File: src/rtl/imem_loader_pkg.sv
// Shared definitions for the instruction-memory program loader:
// FSM state encodings and stream word geometry.
package imem_loader_pkg;

  typedef enum logic [1:0] {
    ST_HDR  = 2'd0,
    ST_DATA = 2'd1,
    ST_RUN  = 2'd2,
    ST_ERR  = 2'd3
  } state_e;

  localparam int WORD_BYTES = 4;
  localparam int BYTE_CNT_W = $clog2(WORD_BYTES);

endpackage

File: src/rtl/imem_loader_byte_packer.sv
// Accepts stream bytes and packs them MSB-first into 32-bit words, strobing
// in the cycle the final byte of a word is accepted.
module imem_loader_byte_packer
  import imem_loader_pkg::*;
(
  input  logic        clk,
  input  logic        reset,
  input  logic        clear_i,
  input  logic        enable_i,
  input  logic        in_valid_i,
  input  logic [7:0]  in_data_i,
  output logic        word_strobe_o,
  output logic [31:0] word_o
);

  logic [BYTE_CNT_W-1:0] byte_cnt_q, byte_cnt_d;
  logic [23:0]           shift_q, shift_d;
  logic                  accept;

  // A clear on the same cycle as a valid byte drops that byte.
  assign accept        = in_valid_i && enable_i && !clear_i;
  assign word_strobe_o = accept && (byte_cnt_q == BYTE_CNT_W'(WORD_BYTES - 1));
  assign word_o        = {shift_q, in_data_i};

  always_comb begin
    byte_cnt_d = byte_cnt_q;
    shift_d    = shift_q;
    if (clear_i) begin
      byte_cnt_d = '0;
      shift_d    = '0;
    end else if (accept) begin
      byte_cnt_d = byte_cnt_q + BYTE_CNT_W'(1);
      shift_d    = {shift_q[15:0], in_data_i};
    end
  end

  // NOTE: sequential state uses non-blocking assignments only, so every
  // register samples the pre-edge value of every other register.
  always_ff @(posedge clk or negedge reset) begin
    if (!reset) begin
      byte_cnt_q <= '0;
      shift_q    <= '0;
    end else begin
      byte_cnt_q <= byte_cnt_d;
      shift_q    <= shift_d;
    end
  end

endmodule

File: src/rtl/imem_loader.sv
// Program loader: parses a length-prefixed byte stream, writes the words to
// instruction memory and holds the CPU in reset until the program is complete.
module imem_loader
  import imem_loader_pkg::*;
#(
  parameter int ADDR_W    = 10,
  parameter int BASE_ADDR = 0,
  parameter int MAX_WORDS = 1024
) (
  input  logic              clk,
  input  logic              reset,
  input  logic              reload,
  input  logic              in_valid,
  input  logic [7:0]        in_data,
  output logic              in_ready,
  output logic              mem_we,
  output logic [ADDR_W-1:0] mem_addr,
  output logic [31:0]       mem_wdata,
  output logic              cpu_hold,
  output logic              done,
  output logic              error
);

  localparam int CNT_W = $clog2(MAX_WORDS + 1);

  state_e              state_q, state_d;
  logic [CNT_W-1:0]    count_q, count_d;
  logic [CNT_W-1:0]    word_idx_q, word_idx_d;
  logic                mem_we_q, mem_we_d;
  logic [ADDR_W-1:0]   mem_addr_q, mem_addr_d;
  logic [31:0]         mem_wdata_q, mem_wdata_d;
  logic                word_strobe;
  logic [31:0]         word;

  imem_loader_byte_packer u_packer (
    .clk           (clk),
    .reset         (reset),
    .clear_i       (reload),
    .enable_i      (in_ready),
    .in_valid_i    (in_valid),
    .in_data_i     (in_data),
    .word_strobe_o (word_strobe),
    .word_o        (word)
  );

  // NOTE: every signal assigned here gets a default first, so no path can
  // leave one unassigned and infer a latch.
  always_comb begin
    state_d     = state_q;
    count_d     = count_q;
    word_idx_d  = word_idx_q;
    mem_we_d    = 1'b0;
    mem_addr_d  = mem_addr_q;
    mem_wdata_d = mem_wdata_q;
    if (reload) begin
      state_d    = ST_HDR;
      word_idx_d = '0;
    end else if (word_strobe) begin
      unique case (state_q)
        ST_HDR: begin
          count_d = CNT_W'(word);
          if (word == 32'd0)                   state_d = ST_RUN;
          else if (word > 32'(MAX_WORDS))      state_d = ST_ERR;
          else                                 state_d = ST_DATA;
        end
        ST_DATA: begin
          mem_we_d    = 1'b1;
          mem_wdata_d = word;
          mem_addr_d  = ADDR_W'(BASE_ADDR) + ADDR_W'(word_idx_q);
          word_idx_d  = word_idx_q + CNT_W'(1);
          if (word_idx_q == count_q - CNT_W'(1)) state_d = ST_RUN;
        end
        default: ;
      endcase
    end
  end

  always_ff @(posedge clk or negedge reset) begin
    if (!reset) begin
      state_q     <= ST_HDR;
      count_q     <= '0;
      word_idx_q  <= '0;
      mem_we_q    <= 1'b0;
      mem_addr_q  <= '0;
      mem_wdata_q <= '0;
    end else begin
      state_q     <= state_d;
      count_q     <= count_d;
      word_idx_q  <= word_idx_d;
      mem_we_q    <= mem_we_d;
      mem_addr_q  <= mem_addr_d;
      mem_wdata_q <= mem_wdata_d;
    end
  end

  // The last write lands as the FSM enters RUN; the CPU is released one
  // cycle later, once that write has reached memory.
  assign in_ready  = (state_q == ST_HDR) || (state_q == ST_DATA);
  assign done      = (state_q == ST_RUN) && !mem_we_q;
  assign cpu_hold  = !done;
  assign error     = (state_q == ST_ERR);
  assign mem_we    = mem_we_q;
  assign mem_addr  = mem_addr_q;
  assign mem_wdata = mem_wdata_q;

endmodule

File: config.mk
export PLATFORM = sky130hd
export DESIGN_NAME = imem_loader
export DESIGN_NICKNAME = d
export VERILOG_FILES = /design/src/rtl/imem_loader_pkg.sv /design/src/rtl/imem_loader_byte_packer.sv /design/src/rtl/imem_loader.sv
export SDC_FILE = /design/constraint.sdc
export NUM_CORES = 1
export LEC_CHECK = 0
export BUFFER_PORTS_ARGS = -buffer_cell sky130_fd_sc_hd__buf_2
export CAP_MARGIN = 20
export CORE_MARGIN = 2
export CORE_UTILIZATION = 50
export DETAILED_ROUTE_END_ITERATION = 8
export GPL_TIMING_DRIVEN = 0
export PLACE_DENSITY = 0.71
export REMOVE_ABC_BUFFERS = 1
export SLEW_MARGIN = 20
export SYNTH_ARGS = -nofsm -noshare
export SYNTH_HDL_FRONTEND = slang
export SYNTH_SLANG_ARGS = --single-unit
File: constraint.sdc
create_clock -name clk -period 3.25 [get_ports clk]
set_input_delay 0.65 -clock clk [delete_from_list [all_inputs] [get_ports clk]]
set_output_delay 0.65 -clock clk [all_outputs]
set_load 0.02 [all_outputs]
==> impl_summary.md, run 1 <==
Outcome
The run finished with clean final reports.

Setup path
By startpoint and endpoint, the worst setup path is classified as in -> reg. The worst path arrival time is 2.83 ns. The largest fanout on the critical path is 43. The critical path capture point type is a register. STA classifies the critical path startpoint as a primary input. At the worst endpoint, the required time is 3.46 ns.

Finish
The number of antenna cells inserted is 0. In the final design database the tool counted 439 nets. Once layout is complete, the utilization of the core stands at 0.587. The area added between synthesis and finish is 15.4%. In the final layout, the share of cells above drive strength 1 is 0.322.

Timing
Static timing analysis puts the maximum clock frequency at 0.382 GHz. Setup violations remaining at the end of the flow were counted as 0. The number of pins with negative max-slew slack in the final report is 0. The share of the clock period used by the worst path is 0.806. Measured against its own limit, the worst slew margin works out to 0.447.

The hold violation count in the final report is 0. The time the final worst path needs with I/O delays and setup is 2.62 ns. Across the routed clock network, the largest skew measured is 0.0110 ns. Setup repair after global routing left no endpoint under its margin. Across all setup checks in the final design, the least slack found is 0.630 ns. For the pin with the worst max-slew slack, the measured transition is 0.827 ns.

Yosys
Dividing the synthesized area by the synthesized cell count gives 11.3 sq um. Of all flip-flops after synthesis, the portion carrying an async set or reset was 1.00. Of the synthesized area, sequential elements account for 0.563. The number of distinct standard cells referenced by the synthesized netlist is 41. The leading cell type by number of instances after synthesis is sky130_fd_sc_hd__dfrtp_1.

The cell count after synthesis came out at 367. Sorting the synthesized cells by area gives the leading types as sky130_fd_sc_hd__dfrtp_1, sky130_fd_sc_hd__mux2_2, sky130_fd_sc_hd__nand2_1. The top cell type by total area after synthesis is sky130_fd_sc_hd__dfrtp_1. Of the post-synthesis cell area, the dominant cell type holds 0.563.

The most used flip-flop cell after synthesis is sky130_fd_sc_hd__dfrtp_1. Counting flops with a built-in enable in the synthesized netlist gives 0. By count the netlist is led by sky130_fd_sc_hd__dfrtp_1, sky130_fd_sc_hd__nand2_1, sky130_fd_sc_hd__mux2_2. After synthesis the cells add up to 4130 sq um. Synthesis inferred 93 register bits. The Yosys step of the flow raised 0 warnings.

Floorplan
In this run the horizontal extent of the chip is 94.9 microns. The height of the die is 94.9 microns. The floorplan step defined a die boundary enclosing 9010 sq um.

Row generation in the floorplan step produced 33 rows. The starting density of the core is 0.508. 59 I/O pins were placed. The placeable core region is 8130 sq um.

Clocking
The maximum level of the CTS H-tree is 3. The longest clock path from root to sink contains 2 buffers. The CTS buffer count is 9. The CTS tree is built.

For the worst-skew pair, the clock arrives at the later sink with an insertion delay of 0.36 ns. The number of hold buffers added after CTS is 0. The clock drives 93 sinks. The tree is rooted in a sky130_fd_sc_hd__clkbuf_8.

The post-CTS resize count is 0. Clock-pin slew was measured on the worst setup and hold paths at 0.09 ns. The number of setup buffers added after CTS is 0.

Global routing
The number of global-route vias before repair is 2716. The first global-routing pass estimated 13400 microns of wire. After global routing the overflow that remains totals 0. Across every metal layer, demand over resource in global routing totals 0.192. The number of antenna violations at the first check in global routing came to 0. The largest net degree at the start of global routing is 72.

Route
The number of remaining DRC errors is 0. Dividing the detail-routed via count by the number of cells gives 5.43. Detailed routing inserted a total of 2893 vias.

The total length of routed wires is 8070 microns. The routed wire length per instance is 15.1 microns. The detailed-router iteration count before antenna repair is 4. The detailed router finished its first iteration with 157 violations.

Once detail routing completed, the nets flagged for antenna violations numbered 0.

Pwr
IR analysis of the VDD net gives a maximum drop of 0.309 mV. The sequential group share of total power is 0.525. The reported net switching power is 681 uW.

Of the total power, combinational logic draws 0.151. The part of the total power dissipated in the clock network is 0.325. The internal portion of the total power is 1710 uW.

The leakage dissipation is 0.00241 uW. The proportion of total power due to net switching is 0.284. Dividing total power by cell area gives a power density of 502 nW/um^2.

Placed design
The worst setup slack after placement is 0.257 ns. Port buffering added 58 buffers. The detailed placement HPWL is 5620 microns. At the end of routability-driven placement, the weighted congestion stood at 0.764.

Flow run
The max-cap violation count is 0.

Hold path
The worst hold path belongs to the class in -> async.
==> layer usage <==
metal / part of all wire / up-vias / routed length (microns) / global-route usage
met2: 0.47 / 50 / 3830 / 0.296
met1: 0.48 / 1445 / 3850 / 0.276
met3: 0.035 / 10 / 285 / 0.0415
met5: 0 / - / 0 / 0
met4: 0.013 / 0 / 106 / 0.0556
li1: - / 1388 / - / -
==> final timing paths <==
check	slack [ns]	cells past startpoint	endpoint	from
hold / removal	0.13	1	mem_addr[6]	reset
max in group asynchronous	2.51	2	count_q[9]	reset
hold reg to reg	0.51	1	mem_addr[8]	mem_addr[8]
setup / recovery	0.63	9	word_idx_q[10]	reload
setup reg to reg	0.77	9	word_idx_q[10]	state_q[1]
min in group clk	0.51	1	mem_addr[8]	mem_addr[8]
==> worst max-delay path, cell delays in order <==
cell and delay [ns]:
sky130_fd_sc_hd__buf_2 0.34, sky130_fd_sc_hd__nor3_2 0.60, sky130_fd_sc_hd__buf_6 0.22, sky130_fd_sc_hd__buf_6 0.13, sky130_fd_sc_hd__buf_4 0.20, sky130_fd_sc_hd__o2111a_1 0.31, sky130_fd_sc_hd__nand4_1 0.14, sky130_fd_sc_hd__xor2_1 0.17
sky130_fd_sc_hd__nor2_1 0.05
==> power by group through the flow <==
| stage | registers [uW] | logic [uW] | clock network (uW) |
|---|---|---|---|
| floorplan | 1270 | 246 | 0 |
| global placement | 1280 | 338 | 0 |
| detailed placement | 1280 | 357 | 0 |
| CTS | 1260 | 363 | 801 |
| global route | 1260 | 400 | 849 |
| finish | 1260 | 361 | 778 |
==> cells by family after synthesis <==
logic type      after synthesis  share of synthesized area
simple gates                121                      0.136
flops                        93                      0.563
mux                          54                      0.147
compound gates               48                     0.0720
buf+inv                      25                     0.0242
xor+xnor                     23                     0.0487
fa+ha+maj                     3                    0.00908
==> per-stage QoR <==
step / total power [uW] / hold WS, ns / cell area [sq um] / setup TNS [ns] / cells
final: 2390 / 0.133 / 4770 / 0 / 533
after global routing: 2510 / 0.127 / 4770 / 0 / 533
after CTS: 2420 / 0.128 / 4770 / 0 / 533
after detailed placement: 1640 / 0.490 / 4580 / 0 / 518
after global placement: 1610 / 0.486 / 4480 / -190.75 / 511
after floorplan: 1520 / 0.354 / 4060 / -75.67 / 348
==> registers in the layout (all words and copies together), names as in the netlist <==
register and cells:
u_packer.shift_q 24, mem_we 1, count_q 11, word_idx_q 11, state_q 2, mem_wdata 32, mem_addr 10, u_packer.byte_cnt_q 2
==> cell usage in the layout (no fill, tap or decap), types with 3 or more instances in the layout <==
master                      n
sky130_fd_sc_hd__a21oi_1   28
sky130_fd_sc_hd__buf_2     57
sky130_fd_sc_hd__buf_4      3
sky130_fd_sc_hd__buf_6      4
sky130_fd_sc_hd__clkbuf_8   9
sky130_fd_sc_hd__dfrtp_1   93
sky130_fd_sc_hd__ha_1       3
sky130_fd_sc_hd__inv_1      6
sky130_fd_sc_hd__mux2_2    53
sky130_fd_sc_hd__nand2_1   64
sky130_fd_sc_hd__nand3_1    5
sky130_fd_sc_hd__nand4_1    5
sky130_fd_sc_hd__nor2_1    16
sky130_fd_sc_hd__nor3_1     3
sky130_fd_sc_hd__nor4_1     8
sky130_fd_sc_hd__o21ai_0    5
sky130_fd_sc_hd__or3_1      5
sky130_fd_sc_hd__xnor2_1   10
sky130_fd_sc_hd__xor2_1    13
==> layout make-up <==
cell class	instances	area, sq um
fill	719	3360
sequential	93	2330
multi-input combinational	249	1710
timing repair buffer	65	380
tap	105	131
clock buffer	9	124
clock inverter	6	71.3
inverter	6	22.5
(Power assumes the default switching activity.)
==> run 2, diff against run 1 <==
==> constraint.sdc (replaced) <==
create_clock -name clk -period 2.5 [get_ports clk]
set_input_delay 0.5 -clock clk [delete_from_list [all_inputs] [get_ports clk]]
set_output_delay 0.5 -clock clk [all_outputs]
set_load 0.02 [all_outputs]
==> run 2 against run 1 <==
Critical endpoint is now state_q[1]; critical path type is now reg -> reg; clock skew fell by 0.0011 ns; worst hold slack gained 0.28 ns; non-clock buffer count rose by 2; largest power group unchanged; largest cell class unchanged; clock power grew 31%; design area rose by 0.50%; setup slack worse by 0.49 ns; final cell count rose by 0.38%.
==> impl_summary.md, run 2 (synthesis gave the netlist of run 1 again) <==
Global routing
The number of antenna violations at the first check in global routing is 0 (unchanged). The global-route met1 utilization came to 0.276 (unchanged). The busiest layer in global routing is met2 (unchanged). The number of global-route vias before repair is 2726 (was 2716). The first-pass GRT wire length was 13400 microns (about the same). The global routing usage summed across all routing layers is 0.193 (was 0.192). The leftover overflow at the end of global routing is 0 (unchanged). The met2 usage in global routing was 0.298 (was 0.296). The met3 layer usage reported by global route was 0.0415 (unchanged). The largest net degree at the start of global routing is 72 (unchanged).

Timing
The hold violation count in the final report is 0 (unchanged). The count of final setup violators is 0 (unchanged). The hold slack is 0.415 ns (was 0.133 ns). The clock skew was 0.00993 ns (was 0.0110 ns). The remaining max-slew budget at the tightest pin is 0.439 (was 0.447). The peak clock frequency supported by timing is 0.423 GHz.

The actual slew at the worst max-slew pin was 0.839 ns (was 0.827 ns). Dividing the final minimum period by the clock period gives 0.946. The number of pins with negative max-slew slack in the final report is 0 (unchanged). The aggregate negative setup slack is 0 ns (unchanged). RSZ-0062 raised after global routing: no (unchanged).

The time the final worst path needs with I/O delays and setup is 2.36 ns.

Floorplan
The count of boundary I/O pins is 59 (unchanged). The horizontal extent of the die is 94.9 microns (unchanged). The placeable core region is 8130 sq um (unchanged). The number of standard-cell rows in the floorplan was 33 (unchanged). The starting density of the core is 0.508 (unchanged).

The area of the die came to 9010 sq um (unchanged). The height of the die is 94.9 microns (unchanged).

Setup path
The critical path launch point type was a register (was primary input). The top cell family by delay on the critical path is compound AO/OA/AOI/OAI gates (was buffers and inverters). The required time at the worst-slack endpoint is 2.80 ns (was 3.46 ns).

The critical path start-end classification was reg -> reg (was in -> reg). The worst-case register-to-register setup slack is 0.14 ns (was 0.77 ns). The worst path arrival time is 2.66 ns (was 2.83 ns).

The library cell contributing the largest single delay on the critical path was sky130_fd_sc_hd__dfrtp_1 (was sky130_fd_sc_hd__nor3_2). The critical path capture point type is a register (unchanged). The worst path buffer plus inverter count is 1 (was 4). The critical path's largest stage delay was 0.47 ns (was 0.60 ns).

The largest fanout on the critical path came to 8 (was 43). CP cell instances: inv_1 > ha_1 > or2b_1 > o311a_1 > o31a_1 > o41ai_2 > a22o_1 (was buf_2 > nor3_2 > buf_6 > buf_6 > buf_4 > o2111a_1 > nand4_1 > xor2_1 > nor2_1).

Hold path
The worst min-delay path class is in -> reg (was in -> async).

Clocking
The CTS buffer count is 9 (unchanged). The maximum level of the CTS H-tree is 3 (unchanged). The number of clock sinks is 93 (unchanged). The clock root buffer is sky130_fd_sc_hd__clkbuf_8 (unchanged). The maximum count of clock buffers along a single path was 2 (unchanged). The clock latency reported for the late side of the worst-skew pair is 0.36 ns (about the same). The clock-pin slew on the worst setup and hold paths is 0.10 ns (was 0.09 ns).

The CTS tree is built (unchanged).

Route
The total length of routed wires is 8190 microns (was 8070 microns). The routed wire length per instance is 15.3 microns (was 15.1 microns). The detailed-router iteration count before antenna repair is 4 (unchanged). The DRC marker count from the first detailed-route iteration is 174 (was 157). The number of remaining DRC errors is 0 (unchanged). The count of vias placed by the detailed router is 2935 (was 2893). The remaining number of nets flagged by the antenna check after routing is 0 (unchanged). The via density per instance was 5.49 (was 5.43).

Placed design
The number of I/O port buffers is 58 (unchanged). The global placement routability congestion was 0.764 (unchanged). The detailed placement HPWL was 5620 microns (unchanged). The total placed instance area is 4580 sq um (unchanged).

Outcome
Result of the run: complete, no violations (unchanged).

Finish
The most common library cell in the layout ignoring fill and taps is sky130_fd_sc_hd__dfrtp_1 (unchanged). The number of antenna cells inserted is 0 (unchanged). The flip-flop count of the largest register after layout is 32 (unchanged).

Most frequent cells in the layout: sky130_fd_sc_hd__dfrtp_1, sky130_fd_sc_hd__nand2_1, sky130_fd_sc_hd__buf_2 (unchanged). The share of layout cells above drive strength 1 is 0.323 (was 0.322). The area added between synthesis and finish is 16.0% (was 15.4%). The final core area utilization came to 0.589 (was 0.587). The total number of nets in the final design was 441 (was 439). The post-route cell area is 4790 sq um (was 4770 sq um).

Pwr
The power density over the cells was 651 nW/um^2 (was 502 nW/um^2). The leakage dissipation is 0.00243 uW (was 0.00241 uW). The worst IR drop on VDD came to 0.402 mV (was 0.309 mV). The total power after layout is 3120 uW (was 2390 uW).

Flow run
The max-cap violation count came to 0 (unchanged).
## run 2: cell types whose count changed in the layout (fill, tap and decap cells not counted), sizes merged
cell,before,now
buf,65,66
dlygate4sd3,0,1
## run 2: worst paths after layout
| kind | start | end | cells past startpoint |
|---|---|---|---|
| worst max-delay path | count_q[0] | state_q[1] | 7 |
| worst min-delay path | in_data[3] | u_packer.shift_q[3] | 3 |
| worst max register to register | count_q[0] | state_q[1] | 7 |
| worst min register to register | mem_addr[8] | mem_addr[8] | 1 |
| max in group asynchronous | reset | mem_wdata[0] | 3 |
| min in group asynchronous | reset | mem_addr[6] | 2 |
## run 2: cell type report
type	count	area [sq um]
fillers	720	3340
flip-flops and latches	93	2330
multi-input cells	249	1720
repair buffers	67	398
well taps	105	131
clock buffers	9	124
clock inverters	6	71.3
inverters	6	22.5
## run 2: report_power, final
group | total, uW | leakage, uW | switching (uW) | internal (uW)
registers | 1630 | 0.00129 | 74.4 | 1560
clock network | 1020 | 0.0000980 | 546 | 469
logic | 474 | 0.00104 | 273 | 201
## run 2: tightest hold or removal path: cells and delay by family
kind | cells | cell delay (ns)
AO/OA/AOI/OAI | 1 | 0.06
buffers and inverters | 1 | 0.12
AND/OR/NAND/NOR | 1 | 0.06
## run 2: timing repair
| item | CTS | global route |
|---|---|---|
| hold buffers | 1 | 0 |
| setup endpoints to repair | 0 | 6 |
| resized for setup | 0 | 1 |
| endpoints found under the hold margin | 22 | 0 |
| setup buffers | 0 | 1 |
## run 2: stage by stage
step / worst slack, ns / cells
3_3_place_gp: -4.33 / 511
3_5_place_dp: -0.343 / 518
5_1_grt: 0.0688 / 535
6_report: 0.136 / 535
2_1_floorplan: -2.26 / 348
4_1_cts: 0.00638 / 534
## run 2: metal layers
layer | vias to the layer above | routed length [microns]
met5 | - | 0
met4 | 0 | 84
met2 | 65 | 3930
li1 | 1397 | -
met3 | 8 | 336
met1 | 1465 | 3850
==> run 3, diff against run 2 <==
--- a/config.mk
+++ b/config.mk
@@ -7,12 +7,12 @@
 export LEC_CHECK = 0
 export BUFFER_PORTS_ARGS = -buffer_cell sky130_fd_sc_hd__buf_2
 export CAP_MARGIN = 20
-export CORE_MARGIN = 2
 export CORE_UTILIZATION = 50
 export DETAILED_ROUTE_END_ITERATION = 8
 export GPL_TIMING_DRIVEN = 0
 export PLACE_DENSITY = 0.71
 export REMOVE_ABC_BUFFERS = 1
+export SETUP_SLACK_MARGIN = 0.3
 export SLEW_MARGIN = 20
 export SYNTH_ARGS = -nofsm -noshare
 export SYNTH_HDL_FRONTEND = slang
==> run 3 against run 2 <==
Clock power about the same; sequential power about the same; worst hold slack improved by 0.0023 ns; maximum frequency increased by 11%; routed wire length shrank 1.2%; first-iteration DRC count grew 18%; power up 5.0%; register-to-register slack better by 0.24 ns; critical endpoint unchanged; largest cell class unchanged.
==> impl_summary.md, run 3 (synthesis gave the netlist of run 1 again) <==
Setup path
The endpoint of the worst-slack reg-to-reg timing path was state_q[1] (unchanged). The worst path arrival time is 2.37 ns (was 2.66 ns). The critical path launch point type is a register (unchanged). The critical path start-end classification is reg -> reg (unchanged). The worst-case register-to-register setup slack was 0.38 ns (was 0.14 ns). The startpoint of the most critical register-to-register path was count_q[1] (was count_q[0]). The largest fanout on the critical path is 4 (was 8). The critical path capture point type is a register (unchanged). The required time at the worst-slack endpoint is 2.75 ns (was 2.80 ns). The depth of the most critical reg-to-reg path came to 9 (was 7).

Finish
The count of non-filler cells in the finished layout is 540 (was 535). The most common library cell in the layout ignoring fill and taps is sky130_fd_sc_hd__dfrtp_1 (unchanged). The share of layout cells above drive strength 1 is 0.365 (was 0.323). The post-route cell area is 4930 sq um (was 4790 sq um). The area taken by flip-flops and latches is 2330 sq um (about the same). The area added between synthesis and finish is 19.2% (was 16.0%). The area taken by multi-input logic gates came to 1790 sq um (was 1720 sq um). The flip-flop count of the largest register after layout was 32 (unchanged). The total number of nets in the final design is 448 (was 441). The number of fill cells in the layout is 654 (was 720). The number of antenna cells inserted is 0 (unchanged). Most frequent cells in the layout: sky130_fd_sc_hd__dfrtp_1, sky130_fd_sc_hd__nand2_1, sky130_fd_sc_hd__buf_2 (unchanged).

Floorplan
The placeable core region came to 7850 sq um (was 8130 sq um). The number of standard-cell rows in the floorplan is 32 (was 33). The horizontal extent of the die came to 92.9 microns (was 94.9 microns). The count of boundary I/O pins is 59 (unchanged). The starting density of the core is 0.527 (was 0.508). The area of the die is 8640 sq um (was 9010 sq um). The height of the die was 92.9 microns (was 94.9 microns).

Hold path
The sink of the worst hold path is u_packer.shift_q[7] (was u_packer.shift_q[3]). The startpoint of the lowest-slack hold path is in_data[7] (was in_data[3]). The worst hold path cell count is 3 (unchanged). The worst min-delay path class is in -> reg (unchanged).

Global routing
The number of global-route vias before repair is 2770 (was 2726). The first-pass GRT wire length is 13600 microns (was 13400 microns). The largest net degree at the start of global routing was 73 (was 72).

The global routing usage summed across all routing layers is 0.201 (was 0.193). The leftover overflow at the end of global routing is 0 (unchanged). The number of antenna violations at the first check in global routing was 0 (unchanged).

Route
The number of remaining DRC errors is 0 (unchanged). The via density per instance is 5.48 (was 5.49). The DRC marker count from the first detailed-route iteration is 206 (was 174). The detailed-router iteration count before antenna repair is 5 (was 4). The count of vias placed by the detailed router was 2959 (was 2935). The routed wire length per instance is 15.0 microns (was 15.3 microns). The total length of routed wires is 8100 microns (was 8190 microns). The remaining number of nets flagged by the antenna check after routing is 0 (unchanged).

Placed design
The global placement routability congestion is 0.834 (was 0.764). The number of I/O port buffers was 58 (unchanged). The placed instance count is 515 (was 518).

The detailed placement HPWL is 5510 microns (was 5620 microns). The total placed instance area is 4570 sq um (was 4580 sq um).

Timing
The remaining max-slew budget at the tightest pin was 0.435 (was 0.439). The actual slew at the worst max-slew pin is 0.845 ns (was 0.839 ns). RSZ-0062 raised after global routing: no (unchanged). The peak clock frequency supported by timing is 0.471 GHz (was 0.423 GHz). The share of the clock period used by the worst path was 0.849 (was 0.946). The hold violation count in the final report is 0 (unchanged). The count of final setup violators is 0 (unchanged). The hold slack is 0.417 ns (was 0.415 ns). The time the final worst path needs with I/O delays and setup came to 2.12 ns (was 2.36 ns). The number of pins with negative max-slew slack in the final report is 0 (unchanged). The clock skew is 0.00719 ns (was 0.00993 ns).

Clocking
The CTS buffer count was 9 (unchanged). The number of clock sinks was 93 (unchanged). The clock root buffer is sky130_fd_sc_hd__clkbuf_8 (unchanged). The maximum count of clock buffers along a single path is 2 (unchanged).

The maximum level of the CTS H-tree is 3 (unchanged). The clock-pin slew on the worst setup and hold paths is 0.09 ns (was 0.10 ns). The clock latency reported for the late side of the worst-skew pair is 0.35 ns (was 0.36 ns). The CTS tree is built (unchanged).

Pwr
The worst IR drop on VDD is 0.370 mV (was 0.402 mV). The leakage dissipation is 0.00248 uW (was 0.00243 uW). The power density over the cells is 665 nW/um^2 (was 651 nW/um^2).

Outcome
Result of the run: complete, no violations (unchanged).

Flow run
The max-cap violation count is 0 (unchanged).
## run 3: changes by cell type in the layout (fill, tap and decap cells not counted), moves of 2 or more
cell	before	now
sky130_fd_sc_hd__buf_6	4	2
sky130_fd_sc_hd__dfrtp_2	0	2
sky130_fd_sc_hd__o21ai_0	5	3
sky130_fd_sc_hd__or3_4	0	3
sky130_fd_sc_hd__buf_4	4	12
sky130_fd_sc_hd__or3_1	5	2
sky130_fd_sc_hd__dfrtp_1	93	91
sky130_fd_sc_hd__clkinv_4	0	2
sky130_fd_sc_hd__inv_1	6	4
sky130_fd_sc_hd__o21ai_1	0	2
sky130_fd_sc_hd__inv_2	0	2
## run 3: worst max path at each step
| stage | start | to | slack [ns] | depth (start not counted) |
|---|---|---|---|---|
| after CTS | count_q[0] | state_q[1] | 0.30 | 7 |
| after floorplan | state_q[1] | word_idx_q[10] | -2.26 | 6 |
| after global routing | count_q[4] | state_q[1] | 0.28 | 6 |
| after global placement | reload | word_idx_q[10] | -4.39 | 6 |
| final | count_q[1] | state_q[1] | 0.38 | 9 |
| after detailed placement | reload | word_idx_q[10] | -0.25 | 8 |
## run 3: stage by stage
step / util / setup TNS (ns) / total power [uW] / worst slack [ns]
2_1_floorplan: - / -111.20 / 1970 / -2.26
3_3_place_gp: 0.570 / -233.39 / 2100 / -4.39
3_5_place_dp: 0.583 / -1.16 / 2130 / -0.247
4_1_cts: 0.618 / 0 / 3210 / 0.303
5_1_grt: 0.628 / 0 / 3430 / 0.284
6_report: 0.628 / 0 / 3280 / 0.377
## run 3: worst max-delay path, stage by stage (launching register included)
cell and delay [ns]:
sky130_fd_sc_hd__dfrtp_1 0.41, sky130_fd_sc_hd__inv_2 0.08, sky130_fd_sc_hd__ha_4 0.15, sky130_fd_sc_hd__or2b_1 0.28, sky130_fd_sc_hd__buf_4 0.16, sky130_fd_sc_hd__or3_4 0.33
sky130_fd_sc_hd__a21oi_2 0.14, sky130_fd_sc_hd__o31a_1 0.21, sky130_fd_sc_hd__o41ai_2 0.08, sky130_fd_sc_hd__a22o_1 0.19
## run 3: what timing repair did
action | 4_1_cts | 5_1_grt
hold endpoints to repair | 21 | 0
setup endpoints to repair | 20 | 3
pin swaps | 1 | 6
hold buffers | 1 | 0
gates resized for setup | 7 | 13
buffers inserted | 4 | 4
## run 3: final cells by class
| cell class | count | share of cell area |
|---|---|---|
| repair buffers | 74 | 0.0914 |
| clock inverters | 5 | 0.0137 |
| well taps | 102 | 0.0259 |
| multi-input cells | 249 | 0.363 |
| inverters | 6 | 0.00457 |
| flip-flops and latches | 93 | 0.473 |
| clock buffers | 11 | 0.0287 |
## run 3: power by group
| group | internal (uW) | leakage [uW] | total (uW) | switching [uW] |
|---|---|---|---|---|
| logic | 294 | 0.00109 | 616 | 322 |
| clock network | 504 | 0.000106 | 1030 | 528 |
| registers | 1560 | 0.00128 | 1630 | 70.9 |
## run 3: metal layers
metal / up-vias / GRT usage / part of all wire
met3: 8 / 0.0394 / 0.044
li1: 1413 / - / -
met1: 1464 / 0.300 / 0.48
met4: 0 / 0.0500 / 0.0096
met2: 74 / 0.303 / 0.47
met5: - / 0 / 0
